### config.mk
export PLATFORM = sky130hd
export DESIGN_NAME = mdio_slave_flat
export DESIGN_NICKNAME = d
export VERILOG_FILES = /design/src/rtl/mdio_slave_if.sv /design/src/rtl/mdio_slave.sv /design/src/flat_wrapper.sv
export SDC_FILE = /design/constraint.sdc
export NUM_CORES = 1
export LEC_CHECK = 0
export BUFFER_PORTS_ARGS = -buffer_cell sky130_fd_sc_hd__buf_2
export CAP_MARGIN = 20
export CORE_MARGIN = 10
export CORE_UTILIZATION = 60
export CTS_CLUSTER_DIAMETER = 120
export DETAILED_ROUTE_END_ITERATION = 10
export PLACE_DENSITY_LB_ADDON = 0.12
export SLEW_MARGIN = 20
export SYNTH_ARGS = -nofsm -noshare
export SYNTH_HDL_FRONTEND = slang
export SYNTH_SLANG_ARGS = --single-unit
### constraint.sdc
create_clock -name clk -period 3.5 [get_ports clk]
set_input_delay 0.7 -clock clk [delete_from_list [all_inputs] [get_ports clk]]
set_output_delay 0.7 -clock clk [all_outputs]
set_load 0.005 [all_outputs]
### src/rtl/mdio_slave_if.sv
`default_nettype none
// ============================================================================
// Module   : mdio_slave_if
// Purpose  : Register-port bundle between the MDIO responder and the local
//            32x16 register file. The responder initiates every access, so
//            it owns the master modport.
// Revision : 1.0 - initial release
// ============================================================================
interface mdio_slave_if;
  logic [4:0]  reg_addr;
  logic [15:0] reg_wdata;
  logic        reg_wr;
  logic        reg_rd;
  logic [15:0] reg_rdata;

  modport master (
    output reg_addr,
    output reg_wdata,
    output reg_wr,
    output reg_rd,
    input  reg_rdata
  );

  modport slave (
    input  reg_addr,
    input  reg_wdata,
    input  reg_wr,
    input  reg_rd,
    output reg_rdata
  );
endinterface
`default_nettype wire

### src/rtl/mdio_slave.sv
`default_nettype none
// ============================================================================
// Module   : mdio_slave
// Purpose  : Clause-22 MDIO responder (PHY side). Oversamples MDC/MDIO on
//            clk, decodes read/write frames for its PHY address, strobes a
//            local register port and drives read data on a split pad.
// Revision : 1.0 - initial release
// ============================================================================
module mdio_slave #(
  parameter int SYNC_STAGES  = 2,
  parameter int PREAMBLE_MIN = 0,
  parameter int BCAST_EN     = 0,
  parameter int TIMEOUT_CLKS = 1024
) (
  input  logic       clk,
  input  logic       rst_n,
  input  logic       mdc,
  input  logic       mdio_i,
  output logic       mdio_o,
  output logic       mdio_oe,
  input  logic [4:0] phy_addr,
  output logic       frame_err,
  mdio_slave_if.master regs
);

  localparam int                c_WD_W    = (TIMEOUT_CLKS > 2) ? $clog2(TIMEOUT_CLKS) : 1;
  localparam logic [c_WD_W-1:0] c_WD_LAST = c_WD_W'(TIMEOUT_CLKS - 1);
  localparam logic [5:0]        c_PRE_MIN = 6'(PREAMBLE_MIN);
  localparam logic [5:0]        c_PRE_SAT = 6'd32;

  typedef enum logic [2:0] {
    S_IDLE  = 3'd0,
    S_ST    = 3'd1,
    S_OP    = 3'd2,
    S_PHYAD = 3'd3,
    S_REGAD = 3'd4,
    S_TA    = 3'd5,
    S_DATA  = 3'd6,
    S_SKIP  = 3'd7
  } state_t;

  // synchronizers and edge detection
  logic [SYNC_STAGES-1:0] r_mdc_sync;
  logic [SYNC_STAGES-1:0] r_mdio_sync;
  logic                   r_mdc_q;
  logic                   w_mdc_s;
  logic                   w_bit;
  logic                   w_rise;
  logic                   w_fall;

  // frame state
  state_t      r_state,   w_state_nxt;
  logic [5:0]  r_bit_cnt, w_bit_cnt_nxt;
  logic [5:0]  r_pre_cnt, w_pre_cnt_nxt;
  logic [15:0] r_sr,      w_sr_nxt;
  logic        r_rd_op,   w_rd_op_nxt;
  logic        r_rd_p1;
  logic [c_WD_W-1:0] r_wd;
  logic        w_timeout;
  logic        w_end;

  // registered outputs
  logic        r_mdio_o,    w_o_nxt;
  logic        r_mdio_oe,   w_oe_nxt;
  logic [4:0]  r_reg_addr,  w_addr_nxt;
  logic [15:0] r_reg_wdata, w_wdata_nxt;
  logic        r_reg_wr,    w_wr_nxt;
  logic        r_reg_rd,    w_rd_nxt;
  logic        r_frame_err, w_err_nxt;

  // address decode on the bit that completes REGAD
  logic [4:0]  w_phyad;
  logic [4:0]  w_regad;
  logic        w_match;

  assign w_mdc_s = r_mdc_sync[SYNC_STAGES-1];
  assign w_bit   = r_mdio_sync[SYNC_STAGES-1];
  assign w_rise  = w_mdc_s & ~r_mdc_q;
  assign w_fall  = ~w_mdc_s & r_mdc_q;

  assign w_phyad = r_sr[8:4];
  assign w_regad = {r_sr[3:0], w_bit};
  assign w_match = (w_phyad == phy_addr) ||
                   ((BCAST_EN != 0) && (w_phyad == 5'd0) && !r_rd_op);

  assign w_timeout = (r_state != S_IDLE) && !w_rise && !w_fall && (r_wd == c_WD_LAST);

  // Bring mdc/mdio into the clk domain; idle MDIO is pulled high
  always_ff @(posedge clk or negedge rst_n) begin
    if (!rst_n) begin
      r_mdc_sync  <= '0;
      r_mdio_sync <= '1;
      r_mdc_q     <= 1'b0;
    end else begin
      r_mdc_sync  <= {r_mdc_sync[SYNC_STAGES-2:0], mdc};
      r_mdio_sync <= {r_mdio_sync[SYNC_STAGES-2:0], mdio_i};
      r_mdc_q     <= w_mdc_s;
    end
  end

  // Watchdog: runs only inside a frame, cleared by any MDC edge
  always_ff @(posedge clk or negedge rst_n) begin
    if (!rst_n) begin
      r_wd <= '0;
    end else if ((r_state == S_IDLE) || w_rise || w_fall || w_timeout) begin
      r_wd <= '0;
    end else begin
      r_wd <= r_wd + 1'b1;
    end
  end

  // Next-state and output decode; inputs act on rising MDC, pad on falling MDC
  always_comb begin
    w_state_nxt   = r_state;
    w_bit_cnt_nxt = r_bit_cnt;
    w_pre_cnt_nxt = r_pre_cnt;
    w_sr_nxt      = r_sr;
    w_rd_op_nxt   = r_rd_op;
    w_oe_nxt      = r_mdio_oe;
    w_o_nxt       = r_mdio_o;
    w_addr_nxt    = r_reg_addr;
    w_wdata_nxt   = r_reg_wdata;
    w_wr_nxt      = 1'b0;
    w_rd_nxt      = 1'b0;
    w_err_nxt     = 1'b0;
    w_end         = 1'b0;

    // Read data arrives two clk after the strobe, well before the TA drive
    if (r_rd_p1) begin
      w_sr_nxt = regs.reg_rdata;
    end

    if (w_timeout) begin
      w_oe_nxt  = 1'b0;
      w_o_nxt   = 1'b0;
      w_err_nxt = 1'b1;
      w_end     = 1'b1;
    end else if (w_rise) begin
      case (r_state)
        S_IDLE: begin
          if (w_bit) begin
            if (r_pre_cnt != c_PRE_SAT) w_pre_cnt_nxt = r_pre_cnt + 6'd1;
          end else if (r_pre_cnt >= c_PRE_MIN) begin
            w_state_nxt   = S_ST;
            w_pre_cnt_nxt = '0;
          end else begin
            w_pre_cnt_nxt = '0;
          end
        end
        S_ST: begin
          if (w_bit) begin
            w_state_nxt   = S_OP;
            w_bit_cnt_nxt = '0;
          end else begin
            w_err_nxt = 1'b1;
            w_end     = 1'b1;
          end
        end
        S_OP: begin
          w_sr_nxt = {r_sr[14:0], w_bit};
          if (r_bit_cnt == 6'd0) begin
            w_bit_cnt_nxt = 6'd1;
          end else if ({r_sr[0], w_bit} == 2'b10) begin
            w_rd_op_nxt   = 1'b1;
            w_state_nxt   = S_PHYAD;
            w_bit_cnt_nxt = '0;
          end else if ({r_sr[0], w_bit} == 2'b01) begin
            w_rd_op_nxt   = 1'b0;
            w_state_nxt   = S_PHYAD;
            w_bit_cnt_nxt = '0;
          end else begin
            w_err_nxt = 1'b1;
            w_end     = 1'b1;
          end
        end
        S_PHYAD: begin
          w_sr_nxt = {r_sr[14:0], w_bit};
          if (r_bit_cnt == 6'd4) begin
            w_state_nxt   = S_REGAD;
            w_bit_cnt_nxt = '0;
          end else begin
            w_bit_cnt_nxt = r_bit_cnt + 6'd1;
          end
        end
        S_REGAD: begin
          w_sr_nxt = {r_sr[14:0], w_bit};
          if (r_bit_cnt == 6'd4) begin
            w_bit_cnt_nxt = '0;
            if (w_match) begin
              w_addr_nxt  = w_regad;
              w_rd_nxt    = r_rd_op;
              w_state_nxt = S_TA;
            end else begin
              w_state_nxt = S_SKIP;
            end
          end else begin
            w_bit_cnt_nxt = r_bit_cnt + 6'd1;
          end
        end
        S_TA: begin
          // the first TA bit is don't-care; the second must be 0 on a write
          if (!r_rd_op) begin
            if (r_bit_cnt == 6'd0) begin
              w_bit_cnt_nxt = 6'd1;
            end else if (w_bit) begin
              w_err_nxt = 1'b1;
              w_end     = 1'b1;
            end else begin
              w_state_nxt   = S_DATA;
              w_bit_cnt_nxt = '0;
            end
          end
        end
        S_DATA: begin
          if (!r_rd_op) begin
            w_sr_nxt = {r_sr[14:0], w_bit};
            if (r_bit_cnt == 6'd15) begin
              w_wdata_nxt = {r_sr[14:0], w_bit};
              w_wr_nxt    = 1'b1;
              w_end       = 1'b1;
            end else begin
              w_bit_cnt_nxt = r_bit_cnt + 6'd1;
            end
          end
        end
        S_SKIP: begin
          // TA plus 16 data bits of a frame for another PHY
          if (r_bit_cnt == 6'd17) begin
            w_end = 1'b1;
          end else begin
            w_bit_cnt_nxt = r_bit_cnt + 6'd1;
          end
        end
        default: begin
          w_end = 1'b1;
        end
      endcase
    end else if (w_fall && r_rd_op) begin
      if (r_state == S_TA) begin
        if (r_bit_cnt == 6'd0) begin
          w_bit_cnt_nxt = 6'd1;
        end else begin
          w_oe_nxt      = 1'b1;
          w_o_nxt       = 1'b0;
          w_state_nxt   = S_DATA;
          w_bit_cnt_nxt = '0;
        end
      end else if (r_state == S_DATA) begin
        if (r_bit_cnt == 6'd16) begin
          w_oe_nxt = 1'b0;
          w_o_nxt  = 1'b0;
          w_end    = 1'b1;
        end else begin
          w_o_nxt       = r_sr[15];
          w_sr_nxt      = {r_sr[14:0], 1'b0};
          w_bit_cnt_nxt = r_bit_cnt + 6'd1;
        end
      end
    end

    if (w_end) begin
      w_state_nxt   = S_IDLE;
      w_bit_cnt_nxt = '0;
      w_pre_cnt_nxt = '0;
    end
  end

  // Frame state and registered outputs; reset releases the pad at once
  always_ff @(posedge clk or negedge rst_n) begin
    if (!rst_n) begin
      r_state     <= S_IDLE;
      r_bit_cnt   <= '0;
      r_pre_cnt   <= '0;
      r_sr        <= '0;
      r_rd_op     <= 1'b0;
      r_rd_p1     <= 1'b0;
      r_mdio_o    <= 1'b0;
      r_mdio_oe   <= 1'b0;
      r_reg_addr  <= '0;
      r_reg_wdata <= '0;
      r_reg_wr    <= 1'b0;
      r_reg_rd    <= 1'b0;
      r_frame_err <= 1'b0;
    end else begin
      r_state     <= w_state_nxt;
      r_bit_cnt   <= w_bit_cnt_nxt;
      r_pre_cnt   <= w_pre_cnt_nxt;
      r_sr        <= w_sr_nxt;
      r_rd_op     <= w_rd_op_nxt;
      r_rd_p1     <= r_reg_rd;
      r_mdio_o    <= w_o_nxt;
      r_mdio_oe   <= w_oe_nxt;
      r_reg_addr  <= w_addr_nxt;
      r_reg_wdata <= w_wdata_nxt;
      r_reg_wr    <= w_wr_nxt;
      r_reg_rd    <= w_rd_nxt;
      r_frame_err <= w_err_nxt;
    end
  end

  assign mdio_o         = r_mdio_o;
  assign mdio_oe        = r_mdio_oe;
  assign frame_err      = r_frame_err;
  assign regs.reg_addr  = r_reg_addr;
  assign regs.reg_wdata = r_reg_wdata;
  assign regs.reg_wr    = r_reg_wr;
  assign regs.reg_rd    = r_reg_rd;

endmodule
`default_nettype wire

### src/flat_wrapper.sv
// flat-port wrapper written by rule: the top's interface ports become plain ports
module mdio_slave_flat 
#(
  parameter int SYNC_STAGES  = 2,
  parameter int PREAMBLE_MIN = 0,
  parameter int BCAST_EN     = 0,
  parameter int TIMEOUT_CLKS = 1024
)
  (clk, rst_n, mdc, mdio_i, mdio_o, mdio_oe, phy_addr, frame_err, regs_reg_addr, regs_reg_wdata, regs_reg_wr, regs_reg_rd, regs_reg_rdata);
  mdio_slave_if regs_i ();
  input  logic clk;
  input  logic rst_n;
  input  logic mdc;
  input  logic mdio_i;
  output logic mdio_o;
  output logic mdio_oe;
  input  logic [4:0] phy_addr;
  output logic frame_err;
  output wire logic [$bits(regs_i.reg_addr)-1:0] regs_reg_addr;
  output wire logic [$bits(regs_i.reg_wdata)-1:0] regs_reg_wdata;
  output wire logic [$bits(regs_i.reg_wr)-1:0] regs_reg_wr;
  output wire logic [$bits(regs_i.reg_rd)-1:0] regs_reg_rd;
  input wire logic [$bits(regs_i.reg_rdata)-1:0] regs_reg_rdata;
  assign regs_reg_addr = regs_i.reg_addr;
  assign regs_reg_wdata = regs_i.reg_wdata;
  assign regs_reg_wr = regs_i.reg_wr;
  assign regs_reg_rd = regs_i.reg_rd;
  assign regs_i.reg_rdata = regs_reg_rdata;
  mdio_slave #(.SYNC_STAGES(SYNC_STAGES), .PREAMBLE_MIN(PREAMBLE_MIN), .BCAST_EN(BCAST_EN), .TIMEOUT_CLKS(TIMEOUT_CLKS)) u_core (.clk(clk), .rst_n(rst_n), .mdc(mdc), .mdio_i(mdio_i), .mdio_o(mdio_o), .mdio_oe(mdio_oe), .phy_addr(phy_addr), .frame_err(frame_err), .regs(regs_i));
endmodule
# --- After elaboration in Yosys (flattened, before gate mapping) ---
# Cells that the tools add are included.
word_totals:
  register_bits: 74
  in_bits: 25
  output_inout_bits: 26
  elab_cells: 197
op_classes:
  addsub: 3
  order_cmp: 1
  n_eq_ne: 37
  muxes: 99
  bitwise: 7
  n_reduce_logical: 33
ops:
  columns: ["op", "n"]
  rows:
  - ["$mux W6", 24]
  - ["$mux W16", 8]
  - ["$mux W3", 17]
  - ["$mux W1", 43]
  - ["$ne A4 B4 Y1 const B", 9]
  - ["$pmux W6 S6", 1]
  - ["$pmux W16 S2", 1]
  - ["$reduce_and A5 Y1", 4]
  - ["$pmux W3 S6", 1]
  - ["$reduce_and A15 Y1", 1]
  - ["$reduce_bool A3 Y1", 5]
  - ["$reduce_bool A7 Y1", 2]
  - ["$add A6 B1 Y6 const B", 2]
  - ["$eq A3 B3 Y1 const B", 4]
  - ["$eq A6 B5 Y1 const B", 2]
  - ["$ne A6 B6 Y1 const B", 2]
  - ["$reduce_and A12 Y1", 1]
  - ["$add A10 B1 Y10 const B", 1]
  - ["$eq A10 B10 Y1 const B", 1]
  - ["$mux W10", 1]
  - ["$ne A5 B5 Y1 const B", 2]
  - ["$ne A3 B2 Y1 const B", 3]
  - ["$reduce_and A4 Y1", 2]
  - ["$reduce_bool A2 Y1", 4]
  - ["other kinds (26)", 39]

# --- Logic depth before layout (Yosys ltp) ---
# Gate-level depths: netlist of run 1.
logic_depth:
  ltp_word: 9
  depth_mapped: 10
  mapped_depth_nobuf: 8

# --- Least setup slack after synthesis of run 1 ---
# Ideal clock, no wire load.
synth_path:
  kind: "register -> register"
  start: "register u_core.r_state[1]"
  end: "register u_core.r_bit_cnt[3]"
  setup_ns: 0.077
  t_arrival_ns: 2.315
  required_time_ns: 3.423
  slack_ns: 1.107
  stages_incl_launch_ff: 11
  path_buffers: 2
  synth_period_minus_slack_ns: 2.393
  path_cell_list: "dfrtp_1 -> buf_2 -> clkbuf_1 -> inv_1 -> ha_1 -> nor3b_1 -> o2bb2ai_1 -> a21oi_1 -> or2_2 -> a21bo_1 -> a21oi_1"
synth_via:
  elab_chain_len: 8
  elab_cells_between_ends: 37
  cone_classes: "16 x eq/ne; 12 x mux; 9 x reduce/logical"
synth_lines:
  columns: ["element", "line_no", "rtl"]
  rows:
  - ["from (decl)", "mdio_slave.sv:52", "state_t r_state, w_state_nxt;"]
  - ["from (signal assigned)", "mdio_slave.sv:285", "r_state <= w_state_nxt;"]
  - ["$eq A3 B3 Y1", "mdio_slave.sv:139, mdio_slave.sv:248", null]
  - ["$mux W1", "mdio_slave.sv:248", "end else if (r_state == S_DATA) begin"]
  - ["$mux W1", "mdio_slave.sv:239", "if (r_state == S_TA) begin"]
  - ["$mux W1", "mdio_slave.sv:238", "end else if (w_fall && r_rd_op) begin"]
  - ["$mux W1", "mdio_slave.sv:138", "end else if (w_rise) begin"]
  - ["$mux W1", "mdio_slave.sv:133", "if (w_timeout) begin"]
  - ["$ne A6 B6 Y1 (no source line) (tied with other cells)", null, null]
  - ["$reduce_and A12 Y1 (no source line)", null, null]
  - ["to (signal assigned)", "mdio_slave.sv:286", "r_bit_cnt <= w_bit_cnt_nxt;"]
  - ["to (decl)", "mdio_slave.sv:53", "logic [5:0] r_bit_cnt, w_bit_cnt_nxt;"]
# Parallel ways exist; a longest one is shown, timed or not. The select of a mux whose other input is x is not followed.
# A chain may end at the register's enable or synchronous reset.

# --- Final worst setup path of run 1 ---
layout_path:
  start: "register u_core.r_state[2]"
  end: "register u_core.r_bit_cnt[4]"
# Same word-level chain as after synthesis.

==> flow_metrics.env, run 1 <==
export IMPL_worstReg2RegEnd="u_core.r_bit_cnt[4]"
export IMPL_cts_tree="done"
export IMPL_synth_seq_cells=68
export IMPL_slew_viol_final=0
export IMPL_cts_root_buf="clkbuf_8"
export IMPL_rsz0062_at_grt="no"
export IMPL_status="finished, final reports clean"
export IMPL_cts_buffers=9
export IMPL_drtPass1Iterations=4
export IMPL_synth_area_per_cell_um2=10.6
export IMPL_switchingPower_w=0.000941
export IMPL_track_usage_pct=17.2
export IMPL_io_buffer_count=50
export IMPL_worstSetupStartpointType="flip-flop"
export IMPL_synth_largest_area_cell="dfrtp_1"
export IMPL_r2r_start="u_core.r_state[2]"
export IMPL_cp_depth=6
export IMPL_period_minus_slack_ns=2.70
export IMPL_postCtsResizedCells=0
export IMPL_synth_top_area_share_pct=45.7
export IMPL_synth_edff_count=0
export IMPL_dp_cells=455
export IMPL_synth_seq_area_share_pct=47.1
export IMPL_drtAntennaViolNets=0
export IMPL_drc=0
export IMPL_wl_met1_mm=3.59
export IMPL_setup_viol=0
export IMPL_diodes=0
export IMPL_vias=2747
export IMPL_final_instance_count_excl_fill=471
export IMPL_switching_share_pct=35.4
export IMPL_wl_met2_mm=3.92
export IMPL_critPathMaxFanout=22
export IMPL_fin_nets=425
export IMPL_endpoint_kind="flip-flop"
export IMPL_critPathCapture="u_core.r_bit_cnt[4]"
export IMPL_syn_nets=376
export IMPL_skew_ns=0.0130
export IMPL_reg2reg_slack_ns=0.80
export IMPL_synthCells=342
export IMPL_ios=51
export IMPL_grt_first_pass_wirelength_mm=13.5
export IMPL_ys_types=63
export IMPL_critical_path_top_delay_family="simple AND/OR/NAND/NOR gates"
export IMPL_tns_ns=0
export IMPL_crit_start="u_core.r_state[2]"
export IMPL_routed_wl_mm=8.08
export IMPL_hpwl_mm=5.92
export IMPL_place_area_um2=3910
export IMPL_totalPowerFinal_w=0.00266
export IMPL_synth_area_leaders="dfrtp_1 (46%), a21oi_1 (4.7%), mux2i_1 (4.4%)"
export IMPL_syn_cell_area_um2=3610
export IMPL_core_area_um2=5890
export IMPL_fin_util_pct=70.6
export IMPL_internal_power_w=0.00172
export IMPL_worstSkewPairLatency_ns=0.36
export IMPL_path_cells="nand3b_1 -> or4_1 -> a41oi_1 -> a21oi_2 -> and2b_1 -> a32o_1"
export IMPL_synth_ff_type="dfrtp_1"
export IMPL_drt_iter0_drc=217
export IMPL_cts_sinks=68
export IMPL_drv_cap=0
export IMPL_grt_overflow=0
export IMPL_netlist_top_cells_count="dfrtp_1 (66), a21oi_1 (34), nor2_1 (33)"
export IMPL_power_density_nw_per_um2=640
export IMPL_gp_congestion=0.890
export IMPL_synthMostInstantiatedCell="dfrtp_1"
export IMPL_crit_path_max_incr_delay_ns=0.77
export IMPL_clkSlewWorstSetupHoldPaths_ns=0.08
export IMPL_cts_max_path_buffers=2
export IMPL_relSlewSlack_pct=37.8
export IMPL_comb_power_share_pct=27.6
export IMPL_cp_data_required_time_ns=3.74
export IMPL_ys_warnings_count=0
export IMPL_hold_violations=0
export IMPL_drive_gt1_share_pct=25.0
export IMPL_antenna_found_initial=0
export IMPL_start_util_pct=61.4
export IMPL_p_leak_nw=1.91
export IMPL_row_count=28
export IMPL_area_growth_pct=15.0
export IMPL_fillers=441
export IMPL_grt_pass1_vias=2725
export IMPL_viasPerCell=5.83
export IMPL_tightest_slew_ns=0.933
export IMPL_grt_max_degree=32
export IMPL_hold_buffers=0
export IMPL_pwr_share_clk_pct=30.0
export IMPL_peakVddDrop_uv=450
export IMPL_crit_slowest_cell="dfrtp_1"
export IMPL_die_h_um=97.6
export IMPL_fmax_ghz=0.371
export IMPL_die_w_um=97.6
export IMPL_finalCritPeriodShare_pct=77.0
export IMPL_fin_area_um2=4160
export IMPL_criticalPathCategory="flip-flop to flip-flop"
export IMPL_wl_met3_um=434
export IMPL_fp_dieArea_um2=9530
export IMPL_post_drt_wl_per_cell_um=17.1
export IMPL_cp_num_buf_inv=0
export IMPL_top_layer_used="met4"
export IMPL_hold_class="input pin to async pin"
export IMPL_cts_max_level=3
export IMPL_post_cts_buffers=0
export IMPL_pwr_share_seq_pct=42.4
export IMPL_arrival_ns=2.94
export IMPL_r2r_cells=6
export IMPL_async_flop_share_pct=100
[layout by cell type (no fill, tap or decap), types with 4 or more instances in the layout]
cell      count
ha_1          9
or3_1         4
o21ai_0      12
nand3b_1      4
dfrtp_1      66
nand3_1      10
mux2_2       14
mux2_1        9
nor2b_1       5
a21oi_1      34
clkbuf_8      9
nor2_1       33
mux2i_1      16
xor2_1        8
nor3_1        5
buf_2        50
inv_1        10
and3_1        4
nand2_1      12
nand2b_1      8
buf_4         5
[metrics by stage]
stage | hold slack (ns) | worst slack [ns]
2_1_floorplan | 0.331 | 1.11
3_3_place_gp | 0.335 | 0.925
3_5_place_dp | 0.335 | 0.904
4_1_cts | 0.352 | 0.877
5_1_grt | 0.368 | 0.607
6_report | 0.341 | 0.805
[worst register-to-register path, cell delays in order, from the launching register on]
cell and delay, ns:
dfrtp_1 0.77, nand3b_1 0.30, or4_1 0.67, a41oi_1 0.27
a21oi_2 0.14, and2b_1 0.22, a32o_1 0.21
[worst min path at each step]
stage | cells after the start | from | slack (ns) | endpoint
final | 1 | rst_n | 0.34 | u_core.r_bit_cnt[5]
after detailed placement | 0 | u_core.r_mdc_sync[0] | 0.33 | u_core.r_mdc_sync[1]
after floorplan | 0 | u_core.r_mdc_sync[0] | 0.33 | u_core.r_mdc_sync[1]
after global placement | 0 | u_core.r_mdc_sync[0] | 0.34 | u_core.r_mdc_sync[1]
after global routing | 0 | u_core.r_mdio_sync[0] | 0.37 | u_core.r_mdio_sync[1]
after CTS | 0 | u_core.r_mdc_sync[0] | 0.35 | u_core.r_mdc_sync[1]
[kinds of logic (layout without fill, tap and decap cells)]
| family | count (synthesis) | in the layout | share of synthesized area [%] |
|---|---|---|---|
| AO/OA/AOI/OAI | 79 | 79 | 14.8 |
| flip-flops | 68 | 68 | 47.1 |
| XOR/XNOR | 11 | 11 | 2.67 |
| buffers and inverters | 27 | 81 | 3.46 |
| multiplexers | 39 | 39 | 11.6 |
| AND/OR/NAND/NOR | 108 | 108 | 16.9 |
| adder cells (fa/ha/maj) | 10 | 10 | 3.39 |
[power groups by stage]
stage / Combinational, W / Clock (W) / Sequential [W]
after global routing: 0.000833 / 0.000844 / 0.00116
after detailed placement: 0.000726 / 0 / 0.00113
after floorplan: 0.000661 / 0 / 0.00103
after global placement: 0.000710 / 0 / 0.00113
after CTS: 0.000731 / 0.000811 / 0.00112
final: 0.000734 / 0.000799 / 0.00113
[state kept, by name (all words and copies together), names as in the netlist, 2 cells and up]
signal and count:
u_core.regs.reg_wdata 16, u_core.r_wd 10, u_core.r_mdc_sync 2, u_core.r_state 3
u_core.r_mdio_sync 2, u_core.regs.reg_addr 5, u_core.r_sr 16, u_core.r_bit_cnt 6
[per-layer routing]
layer	track usage [%]	vias up
li1	-	1340
met1	22.1	1325
met2	26.9	71
met3	4.27	11
met4	7.05	0
met5	0	-
[area by class of cell]
cell class | count | area (µm²) | area share [%]
Clock buffer | 9 | 124 | 2.98
Timing Repair Buffer | 55 | 288 | 6.92
Tap cell | 75 | 93.8 | 2.26
Sequential cell | 68 | 1700 | 41.0
Multi-Input combinational cell | 247 | 1790 | 43.0
Clock inverter | 7 | 124 | 2.98
Inverter | 10 | 37.5 | 0.903
(Power assumes the default switching activity.)
==> run 2, diff against run 1 <==
Settings changed: ABC_AREA from default to 1, CORE_UTILIZATION 60 to 58.
Clock period 3.5 ns to 2.6 ns, I/O delays scaled along.
==> run 2 against run 1 <==
Effect of this change: sequential power is 31% higher; largest power group is now combinational cells; global-route usage grew 1.0 points; maximum frequency up 23%.
==> flow_metrics.env, run 2 <==
export IMPL_cts_sinks=68
export IMPL_gp_congestion=0.919
export IMPL_cts_tree="done"
export IMPL_pwr_share_clk_pct=25.2
export IMPL_tightest_slew_ns=0.864
export IMPL_fin_util_pct=68.0
export IMPL_path_cells="inv_1 -> ha_1 -> nand4_1 -> inv_1 -> nor2_1 -> nand3_1 -> nand2_1 -> inv_1 -> o211ai_1 -> o21ai_0"
export IMPL_crit_top_cell="inv_1"
export IMPL_synth_seq_cells=68
export IMPL_grt_max_degree=43
export IMPL_fmax_ghz=0.458
export IMPL_hpwl_mm=6.60
export IMPL_grt_first_pass_wirelength_mm=15.1
export IMPL_drv_cap=0
export IMPL_viasPerCell=5.45
export IMPL_fillers=546
export IMPL_post_cts_buffers=0
export IMPL_clkSlewWorstSetupHoldPaths_ns=0.08
export IMPL_start_util_pct=59.8
export IMPL_setup_viol=0
export IMPL_tns_ns=0
export IMPL_worstSkewPairLatency_ns=0.36
export IMPL_row_count=29
export IMPL_p_leak_nw=2.28
export IMPL_cp_data_required_time_ns=2.86
export IMPL_synthCells=463
export IMPL_area_growth_pct=13.7
export IMPL_pwr_share_seq_pct=36.9
export IMPL_internal_power_w=0.00236
export IMPL_postCtsResizedCells=0
export IMPL_relSlewSlack_pct=42.4
export IMPL_switching_share_pct=41.2
export IMPL_final_common_cell="nand2_1"
export IMPL_synth_edff_count=0
export IMPL_async_flop_share_pct=100
export IMPL_crit_path_max_incr_delay_ns=0.55
export IMPL_hold_slack_ns=0.162
export IMPL_synth_seq_area_share_pct=44.6
export IMPL_netlist_top_cells_count="nand2_1 (112), dfrtp_1 (66), inv_1 (47)"
export IMPL_slew_viol_final=0
export IMPL_rsz0062_at_grt="no"
export IMPL_power_density_nw_per_um2=925
export IMPL_status="finished, final reports clean"
export IMPL_drtPass1Iterations=5
export IMPL_endpoint_kind="flip-flop"
export IMPL_drtAntennaViolNets=0
export IMPL_hold_class="input pin to async pin"
export IMPL_cts_buffers=9
export IMPL_synth_top_area_share_pct=43.2
export IMPL_synth_area_leaders="dfrtp_1 (43%), nand2_1 (11%), o21ai_0 (5.9%)"
export IMPL_comb_power_share_pct=38.0
export IMPL_cts_max_path_buffers=2
export IMPL_period_minus_slack_ns=2.18
export IMPL_synth_ff_type="dfrtp_1"
export IMPL_skew_ns=0.0104
export IMPL_track_usage_pct=18.2
export IMPL_ys_types=40
export IMPL_core_area_um2=6390
export IMPL_vias=3235
export IMPL_die_h_um=101
export IMPL_cts_root_buf="clkbuf_8"
export IMPL_ios=51
export IMPL_fp_dieArea_um2=10200
export IMPL_synth_area_per_cell_um2=8.25
export IMPL_drive_gt1_share_pct=22.1
export IMPL_drc=0
export IMPL_drt_iter0_drc=218
export IMPL_grt_overflow=0
export IMPL_die_w_um=101
export IMPL_syn_cell_area_um2=3820
export IMPL_antenna_found_initial=0
export IMPL_switchingPower_w=0.00166
export IMPL_syn_nets=497
export IMPL_hold_buffers=0
export IMPL_worstSetupStartpointType="flip-flop"
export IMPL_arrival_ns=2.44
export IMPL_crit_slowest_cell="inv_1"
export IMPL_r2r_cells=10
export IMPL_finalCritPeriodShare_pct=84.0
export IMPL_critPathMaxFanout=30
export IMPL_grt_pass1_vias=3221
export IMPL_ys_warnings_count=0
export IMPL_post_drt_wl_per_cell_um=15.1
export IMPL_most_common_layout_cells="nand2_1 (112), dfrtp_1 (66), buf_2 (50)"
export IMPL_routed_wl_mm=8.96
export IMPL_io_buffer_count=50
export IMPL_criticalPathCategory="flip-flop to flip-flop"
export IMPL_synth_largest_area_cell="dfrtp_1"
export IMPL_fin_nets=545
export IMPL_synthMostInstantiatedCell="nand2_1"
export IMPL_peakVddDrop_uv=682
export IMPL_hold_violations=0
export IMPL_cts_max_level=3
run 2: cell types whose count changed in the layout (fill, tap and decap cells not counted), sizes merged, moves of 5 or more:
cell    change
nand2b      -9
nor2       +12
o211ai     +11
inv        +45
nand3      +13
nand2     +112
o21ai      +32
nor2b       -5
a21oi      -18
mux2       -23
nand4      +12
mux2i      -16
run 2: path summary, 6_finish.rpt:
check	start	to	slack (ns)
max	u_core.r_bit_cnt[0]	u_core.r_sr[5]	0.42
min	rst_n	u_core.r_wd[0]	0.16
max reg2reg	u_core.r_bit_cnt[0]	u_core.r_sr[5]	0.42
min reg2reg	u_core.r_mdio_sync[0]	u_core.r_mdio_sync[1]	0.36
max in group asynchronous	rst_n	u_core.r_mdio_sync[1]	1.73
min in group clk	mdio_i	u_core.r_mdio_sync[0]	0.26
run 2: cells by family (layout without fill, tap and decap cells):
logic type                 after synthesis  in the layout  synth area share, %
DFF                                     68             68                 44.6
other                                    0              1                    0
xor gates and xnor gates                 8              8                 1.83
adders and majority gates                9              9                 2.95
buffers and inverters                   70            123                 7.79
AOI/OAI and AO/OA                       88             88                 13.1
and+or+nand+nor                        220            220                 29.7
run 2: final cells by class:
class	count	area [µm²]	area share [%]
Antenna cell	1	2.50	0.0576
Clock buffer	10	138	3.17
Clock inverter	6	95.1	2.19
Inverter	55	211	4.87
Multi-Input combinational cell	325	1820	41.9
Sequential cell	68	1700	39.2
Tap cell	77	96.3	2.22
Timing Repair Buffer	52	278	6.39
run 2: layer usage:
layer  global-route usage [%]  part of all wire, %
met4                     7.61                  1.4
met1                     23.8                   46
met2                     28.2                   46
met5                        0                    0
met3                     4.49                  7.2
run 2: power groups by stage:
stage | clock network [W] | registers (W) | logic, W
2_1_floorplan | 0 | 0.00138 | 0.00130
3_3_place_gp | 0 | 0.00148 | 0.00146
3_5_place_dp | 0 | 0.00149 | 0.00150
4_1_cts | 0.00103 | 0.00147 | 0.00151
5_1_grt | 0.00107 | 0.00151 | 0.00172
6_report | 0.00101 | 0.00148 | 0.00153
run 2: stage by stage:
stage / area, µm² / setup WS, ns / instances / total power (W)
global placement: 4110 / 0.545 / 577 / 0.00295
finish: 4340 / 0.415 / 594 / 0.00402
global route: 4340 / 0.205 / 593 / 0.00430
detailed placement: 4110 / 0.462 / 577 / 0.00299
CTS: 4340 / 0.419 / 593 / 0.00402
floorplan: 3820 / 0.898 / 463 / 0.00268
run 2: critical path: cells and delay by family (launching register included):
family                   cells  cell delay [ns]
flip-flops                   1             0.45
AO/OA/AOI/OAI                2             0.30
buffers and inverters        3             0.75
adder cells (fa/ha/maj)      1             0.21
AND/OR/NAND/NOR              4             0.38
